[config.mk]
export PLATFORM = sky130hd
export DESIGN_NAME = hexdisp_ctrl
export DESIGN_NICKNAME = d
export VERILOG_FILES = /design/src/rtl/hexdisp_pkg.sv /design/src/rtl/hex7seg.sv /design/src/rtl/hexdisp_ctrl.sv
export SDC_FILE = /design/constraint.sdc
export NUM_CORES = 1
export LEC_CHECK = 0
export BUFFER_PORTS_ARGS = -buffer_cell sky130_fd_sc_hd__buf_2
export CAP_MARGIN = 25
export CORE_ASPECT_RATIO = 0.75
export CORE_MARGIN = 2
export CORE_UTILIZATION = 30
export CTS_BUF_LIST = sky130_fd_sc_hd__clkbuf_8
export CTS_CLUSTER_SIZE = 28
export DETAILED_ROUTE_END_ITERATION = 12
export PLACE_DENSITY = 0.57
export SETUP_SLACK_MARGIN = 0.5
export SYNTH_ARGS = -nofsm -noshare
export SYNTH_HDL_FRONTEND = slang
export SYNTH_SLANG_ARGS = --single-unit
[constraint.sdc]
create_clock -name CLOCK_50 -period 3.5 [get_ports CLOCK_50]
set_clock_uncertainty 0.05 [all_clocks]
set_input_delay 0 -clock CLOCK_50 [delete_from_list [all_inputs] [get_ports CLOCK_50]]
set_output_delay 0 -clock CLOCK_50 [all_outputs]
set_load 0.02 [all_outputs]
[src/rtl/hexdisp_pkg.sv]
// hexdisp_pkg: shared types and segment constants for the hex display controller
package hexdisp_pkg;
  typedef enum logic [1:0] {IDLE, SCAN, COMMIT} state_t;
  typedef enum logic {MODE_SW, MODE_CPU} mode_t;
  localparam logic [6:0] SEG_BLANK = 7'h7F;
  localparam logic [6:0] SEG_TABLE [16] = '{
    7'b1000000, 7'b1111001, 7'b0100100, 7'b0110000,
    7'b0011001, 7'b0010010, 7'b0000010, 7'b1111000,
    7'b0000000, 7'b0010000, 7'b0001000, 7'b0000011,
    7'b1000110, 7'b0100001, 7'b0000110, 7'b0001110
  };
endpackage

[src/rtl/hex7seg.sv]
// hex7seg: combinational hex digit to active-low seven-segment decoder
module hex7seg
  import hexdisp_pkg::*;
(
  input  logic [3:0] d,
  output logic [6:0] seg
);
  assign seg = SEG_TABLE[d];
endmodule

[src/rtl/hexdisp_ctrl.sv]
// hexdisp_ctrl: shares eight HEX digits between switches and CPU via one time-shared decoder
module hexdisp_ctrl
  import hexdisp_pkg::*;
#(
  parameter int SW_W = 18,
  parameter int NDIG = 8
) (
  input  logic            CLOCK_50,
  input  logic            rst,
  input  logic [SW_W-1:0] SW,
  input  logic            cpu_we,
  input  logic [31:0]     cpu_data,
  input  logic            cpu_release,
  input  logic            blank_lz,
  output logic            cpu_ready,
  output logic            busy,
  output logic            done,
  output logic [6:0]      HEX0,
  output logic [6:0]      HEX1,
  output logic [6:0]      HEX2,
  output logic [6:0]      HEX3,
  output logic [6:0]      HEX4,
  output logic [6:0]      HEX5,
  output logic [6:0]      HEX6,
  output logic [6:0]      HEX7
);
  state_t state, state_n;
  mode_t mode;
  logic [31:0] val;
  logic [2:0] idx;
  logic [SW_W-1:0] last_sw;
  logic blz, nz, pend, rel_pend, rel, acc;
  logic [3:0] d;
  logic [6:0] seg;
  logic [6:0] shadow [NDIG];
  logic [6:0] hex [NDIG];
  assign d = val[{idx, 2'b00} +: 4];
  hex7seg u_dec (.d(d), .seg(seg));
  assign rel = cpu_release | rel_pend;
  assign acc = state == IDLE && (cpu_we || rel || (mode == MODE_SW && (SW != last_sw || pend)));
  assign cpu_ready = state == IDLE;
  assign busy = state != IDLE;
  always_comb begin
    state_n = state == IDLE ? (acc ? SCAN : IDLE) :
              state == SCAN ? (idx == 3'd0 ? COMMIT : SCAN) : IDLE;
  end
  always_ff @(posedge CLOCK_50) begin
    if (rst) begin
      state <= IDLE;
      mode <= MODE_SW;
      pend <= 1'b1;
      rel_pend <= 1'b0;
      last_sw <= '0;
      done <= 1'b0;
      val <= '0;
      idx <= '0;
      nz <= 1'b0;
      blz <= 1'b0;
      hex <= '{default: SEG_BLANK};
    end else begin
      state <= state_n;
      done <= state == COMMIT;
      // a release seen while busy waits; any acceptance consumes or drops it
      rel_pend <= !acc && (rel_pend || cpu_release);
      if (acc) begin
        val <= cpu_we ? cpu_data : 32'(SW);
        mode <= cpu_we ? MODE_CPU : MODE_SW;
        if (!cpu_we) last_sw <= SW;
        blz <= blank_lz;
        idx <= 3'd7;
        nz <= 1'b0;
        pend <= 1'b0;
      end
      if (state == SCAN) begin
        shadow[idx] <= (blz && !nz && d == 4'd0 && idx != 3'd0) ? SEG_BLANK : seg;
        nz <= nz | (d != 4'd0);
        idx <= idx - 3'd1;
      end
      if (state == COMMIT) hex <= shadow;
    end
  end
  assign HEX0 = hex[0];
  assign HEX1 = hex[1];
  assign HEX2 = hex[2];
  assign HEX3 = hex[3];
  assign HEX4 = hex[4];
  assign HEX5 = hex[5];
  assign HEX6 = hex[6];
  assign HEX7 = hex[7];
endmodule

## Word-level counts from Yosys, hierarchy flattened

Memory sizes are Yosys's and may differ from the RTL's.
Index checks and enable logic that the tools add are counted.

- Add/subtract/negate cells: 1
- Magnitude comparators: 3
- Eq/ne operators: 3
- Shift-type cells: 1
- Muxes and demuxes: 16
- Bitwise operators: 7
- Reduce and logical (&&, ||, !) cells: 22

Operators with widths:

| kind | number |
|---|---|
| bitwise mux 56 bit | 1 |
| two-way mux 32 bit | 1 |
| variable part select 32 x 6 -> 4 bit | 1 |
| two-way mux 7 bit | 4 |
| demux 7 bit (select 3 bit) | 1 |
| inequality test 18 bit | 1 |
| logical AND 1 bit | 7 |
| two-way mux 2 bit | 3 |
| two-way mux 3 bit | 2 |
| >= comparator 5 bit, second input constant | 1 |
| NOT 4 -> 5 bit | 1 |
| >= comparator 4 bit, second input constant | 1 |
| zero test 4 bit | 1 |
| logical OR 1 bit | 4 |
| < comparator 4 x 1 -> 1 bit, second input constant | 1 |
| two-way mux 1 bit | 4 |
| NOT 3 -> 4 bit | 1 |
| AND reduction 2 bit | 2 |
| nonzero test 2 bit | 2 |
| nonzero test 4 bit | 1 |
| zero test 3 bit | 1 |
| NOT 1 bit | 3 |
| nonzero test 3 bit | 1 |
| subtractor 3 x 1 -> 3 bit, second input constant | 1 |
| other kinds (5) | 7 |

- Bits in registers: 173
- ROM bits: 112
- Input bits: 55
- Output and inout port bits: 59
- Word-level logic and storage cells: 80
- Memories kept: 1

Memory list:

| memory | words | width | read ports | clocked after memory_dff | write ports | RTL line | source |
|---|---|---|---|---|---|---|---|
| (no name shown) | 16 | 7 | 1 | 0 | 0 | hex7seg.sv:8 | `assign seg = SEG_TABLE[d];` |

## Longest topological paths before layout

- Word-level depth: 7
- Mapped depth: 11
- Mapped depth without buffers: 10

## Hierarchy

Synthesis repeated with hierarchy kept, for this count alone.

- Cells, all modules: 609
- Area, all modules: 7085.5 um2

By module, submodules not included:

| module | instances | cells each | area an instance (um2) | seq. area each (um2) |
|---|---|---|---|---|
| hexdisp_ctrl | 1 | 574 | 6837.8 | 4023.9 |
| hex7seg | 1 | 35 | 247.7 | 0.0 |

## Worst setup path after synthesis

Ideal clock, no wire load.

- Kind: register to register
- Start: register idx[1]
- End: register shadow[16] in the netlist's numbering (data pin)
- Setup time: 321 ps
- Arrival: 2612 ps
- Required time: 3129 ps
- Slack: 517 ps
- Cell stages (with the launch flop): 8
- Buffers on the path: 1
- Period minus slack after synthesis: 2983 ps
- Path through: dfxtp_1 buf_4 mux2i_1 a211oi_1 a311oi_1 inv_1 ha_1 o311ai_0

- Longest elaborated chain between the ends: 7
- Elaborated cells between the ends (all ways): 17
- Those cells by class: 2 x order compare; 1 x shift; 6 x mux; 2 x bitwise; 5 x reduce/logical; 1 x memory

RTL lines:

| item | RTL line | source |
|---|---|---|
| start: declaration | hexdisp_ctrl.sv:30 | `logic [2:0] idx;` |
| start signal: assignment | hexdisp_ctrl.sv:77 | `idx <= idx - 3'd1;` |
| variable part select 32 x 6 -> 4 bit | hexdisp_ctrl.sv:37 | `assign d = val[{idx, 2'b00} +: 4];` |
| NOT 4 -> 5 bit (not written as such) | hex7seg.sv:8 |  |
| memory read (16 x 7 bit) | n/a |  |
| two-way mux 7 bit (not written as such) (2 in series) | hex7seg.sv:8 |  |
| two-way mux 7 bit | hexdisp_ctrl.sv:75 | `shadow[idx] <= (blz && !nz && d == 4'd0 && idx != 3'd0) ? SEG_BLANK : seg;` |
| bitwise mux 56 bit (*) | hexdisp_ctrl.sv:75 |  |
| end signal: indexed assignment | hexdisp_ctrl.sv:75 |  |
| end: declaration | hexdisp_ctrl.sv:35 | `logic [6:0] shadow [NDIG];` |

Every way passes the cells marked *; elsewhere a longest branch is shown, timed or not. The select of a mux whose other input is x is not followed.
A chain may end at the register's enable or synchronous reset.

## Worst setup path after layout

- Start: register idx[1]
- End: register shadow[32] in the netlist's numbering (data pin)

The elaborated chain is that of the path after synthesis.

==> results_dict.tcl <==
set metrics [dict create \
    reg2regPathDepth 9 \
    ios 114 \
    crit_family "compound AO/OA/AOI/OAI gates" \
    syn_inst 585 \
    clock_path_buffers 2 \
    fill_cells 2162 \
    status "finished, final reports clean" \
    track_usage_pct 14.2 \
    synthTopCellsByArea "dfxtp_1 34%, edfxtp_1 24%, mux2i_1 15%, nand2_1 3.9%, a311oi_1 2.4%" \
    portBuffers 113 \
    ant_nets 0 \
    start_util_pct 30.9 \
    num_antenna_cells 0 \
    final-hold-violation-count 0 \
    cp_data_arrival_time_ns 2.84 \
    rsz0062_at_grt "true" \
    fin_crit_sh_pct 79.7 \
    path_clk_slew_ns 0.11 \
    cts_tree "yes" \
    clkLatencyLatePin_ns 0.46 \
    antenna_found_initial 0 \
    ys_types 49 \
    slowest_delay_ns 0.46 \
    ys_seq_area_share_pct 58.5 \
    syn2layout_area_growth_pct 26.8 \
    fin_crit_ns 2.79 \
    cp_num_cells 9 \
    peakVddDrop_uv 212 \
    yosys_warnings 0 \
    design.die.area_mm2 0.0242 \
    final_common_cell "dfxtp_1" \
    vias 4917 \
    maxCapViolations 0 \
    synth_edf_count 56 \
    final_layout_size_suffix_gt1_share_pct 23.2 \
    syn_nets 648 \
    synth_ff_type "dfxtp_1" \
    crit_path_frequent_cell "buf_4" \
    cts_sinks 173 \
    crit_end "shadow[32]$_DFFE_PP_" \
    root_buffer "clkbuf_8" \
    synth_area_per_cell_um2 11.8 \
    crit_buf_inv 3 \
    synth_top_area_share_pct 34.1 \
    grt_max_degree 60 \
    critPathMaxFanout 18 \
    worstSetupPathType "reg -> reg" \
    route.detailed.drc 0 \
    worstSetupEndpointType "flop" \
    gp_congestion 0.810 \
    crit_start "idx[1]$_SDFFE_PP0P_" \
    yosys.area.top_type "dfxtp_1" \
    cellLeakagePower_nw 3.38 \
    place_hpwl_mm 11.1 \
    stdcell_count 1054 \
    slew_headroom_pct 34.7 \
    dpl_worst_slack_ns 0.515 \
    cts_made_buffers 17 \
    setup_ws_ns 0.710 \
    rows 47 \
    final_cell_mix "115 x dfxtp_1, 113 x buf_2, 106 x mux2i_1, 71 x nand2_1, 56 x edfxtp_1" \
    fp.dieW_um 179 \
    required_ns 3.55 \
    async_reset_ff_share_pct 0 \
    core_area_mm2 0.0223 \
    worst_hold_slack_ns 0.206 \
    report.final.slew_viol_count 0 \
    syn_area_mm2 0.00688 \
    grt_pass1_wl_mm 26.2 \
    routed_via_density 4.67 \
    grt_pass1_vias 4764 \
    drtIter0Drc 294 \
    dr.pass1.iters 5 \
    cts-htree-levels 4 \
    reg2reg_to "shadow[32]$_DFFE_PP_" \
    worst_pin_slew_ns 0.980 \
    fmax_mhz 358 \
    rrSetupSlack_ns 0.71 \
    total_power_mw 4.67 \
    post-route-util_pct 39.1 \
    timing.setup.tns_ns 0 \
    post_dp_cell_area_mm2 0.00773 \
    path_cells "buf_4 -> mux2i_1 -> a211oi_1 -> a311oi_1 -> buf_4 -> inv_1 -> ha_1 -> a22oi_1 -> nand2_1" \
    critPathLaunchType "flop" \
    finalNetCount 810 \
    final_area_mm2 0.00872 \
    post-place-cells 967 \
    ys_ff_latch 173 \
    drt_wl_total_mm 16.7 \
    p_per_area_mw_per_mm2 535 \
    rr_startpoint "idx[1]$_SDFFE_PP0P_" \
    die_y_um 135 \
    grt_overflow 0 \
    critPathSlowestCell "dfxtp_1" \
    setup_violations 0 \
    wire_per_inst_um 15.9 \
    min-delay-path-class "in -> reg" \
]
==> report_power, final <==
group,switching [mW],internal [mW],leakage (nW)
logic,0.505,0.342,1.71
clock network,0.850,0.616,0.208
registers,0.0809,2.28,1.47
total,1.44,3.23,3.38
==> worst min path at each step <==
stage | start | end | slack (ns) | cells past startpoint
2_1_floorplan | cpu_data[22] | val[22]$_SDFFE_PP0P_ | 0.08 | 1
3_3_place_gp | cpu_data[27] | val[27]$_SDFFE_PP0P_ | 0.16 | 2
3_5_place_dp | cpu_data[22] | val[22]$_SDFFE_PP0P_ | 0.16 | 2
4_1_cts | cpu_we | val[9]$_SDFFE_PP0P_ | 0.16 | 4
5_1_grt | cpu_data[24] | val[24]$_SDFFE_PP0P_ | 0.20 | 3
6_report | cpu_we | val[9]$_SDFFE_PP0P_ | 0.21 | 4
==> cells by family (layout without fill, tap and decap cells) <==
| family | after synthesis | count (layout) | share of synthesized area, % |
|---|---|---|---|
| buf+inv | 50 | 225 | 3.60 |
| flops | 173 | 173 | 58.5 |
| xor+xnor | 18 | 18 | 2.29 |
| mux | 107 | 107 | 15.6 |
| fa+ha+maj | 8 | 8 | 1.46 |
| compound gates | 94 | 94 | 10.1 |
| simple gates | 135 | 135 | 8.48 |
==> worst register-to-register path, delay by kind of cell (launching register included) <==
kind,cells,cell delay [ns]
multiplexers,1,0.22
AND/OR/NAND/NOR,1,0.31
AO/OA/AOI/OAI,3,0.58
flip-flops,1,0.46
adder cells (fa/ha/maj),1,0.26
buffers and inverters,3,0.54
==> synth_stat cells, types with 4 or more instances <==
library cell and number:
clkbuf_1 22, ha_1 8, nand2_1 71, dfxtp_1 117, mux2i_1 106, xor2_1 18, nor2_1 32, nor4_1 4
a311oi_1 19, a211oi_1 7, nor3_1 5, edfxtp_1 56, a22o_1 14, nand3_1 6, buf_2 9, buf_6 4
o21ai_0 5, buf_4 5, a21oi_1 26, inv_1 7
==> sequential cells by signal (all words and copies together), names as in the netlist <==
signal and flops:
shadow 56, val 32, last_sw 18, HEX0 7
HEX1 7, HEX2 7, HEX3 7, HEX4 7
HEX5 7, HEX6 7, HEX7 7, idx 3
state 2, blz 1, done 1, mode 1
nz 1, pend 1, rel_pend 1
==> layout make-up <==
cell class / instances / area [um2] / share of cell area, %
clock buffers: 17 / 234 / 2.68
clock inverters: 15 / 193 / 2.21
inverters: 9 / 33.8 / 0.387
multi-input cells: 362 / 2640 / 30.2
flip-flops and latches: 173 / 4030 / 46.2
well taps: 294 / 368 / 4.22
repair buffers: 184 / 1230 / 14.1
==> layer usage <==
layer  part of all wire, %  GRT usage [%]  wire, um  vias to the layer above
met5                     0              0         0                        -
met4                  0.41           3.66        68                        0
met3                   4.5           3.34       760                        2
met2                    46           21.7      7710                      103
met1                    49           20.3      8180                     2372
li1                      -              -         -                     2440
==> what timing repair did <==
action | CTS | global route
endpoints found under the setup margin | 16 | 48
cloned | 0 | 0
buffers inserted | 0 | 2
pin swaps | 0 | 1
hold endpoints to repair | 53 | 0
hold buffers | 53 | 0
gates resized for setup | 2 | 3
Note: power is estimated with default switching activity, not from simulation.
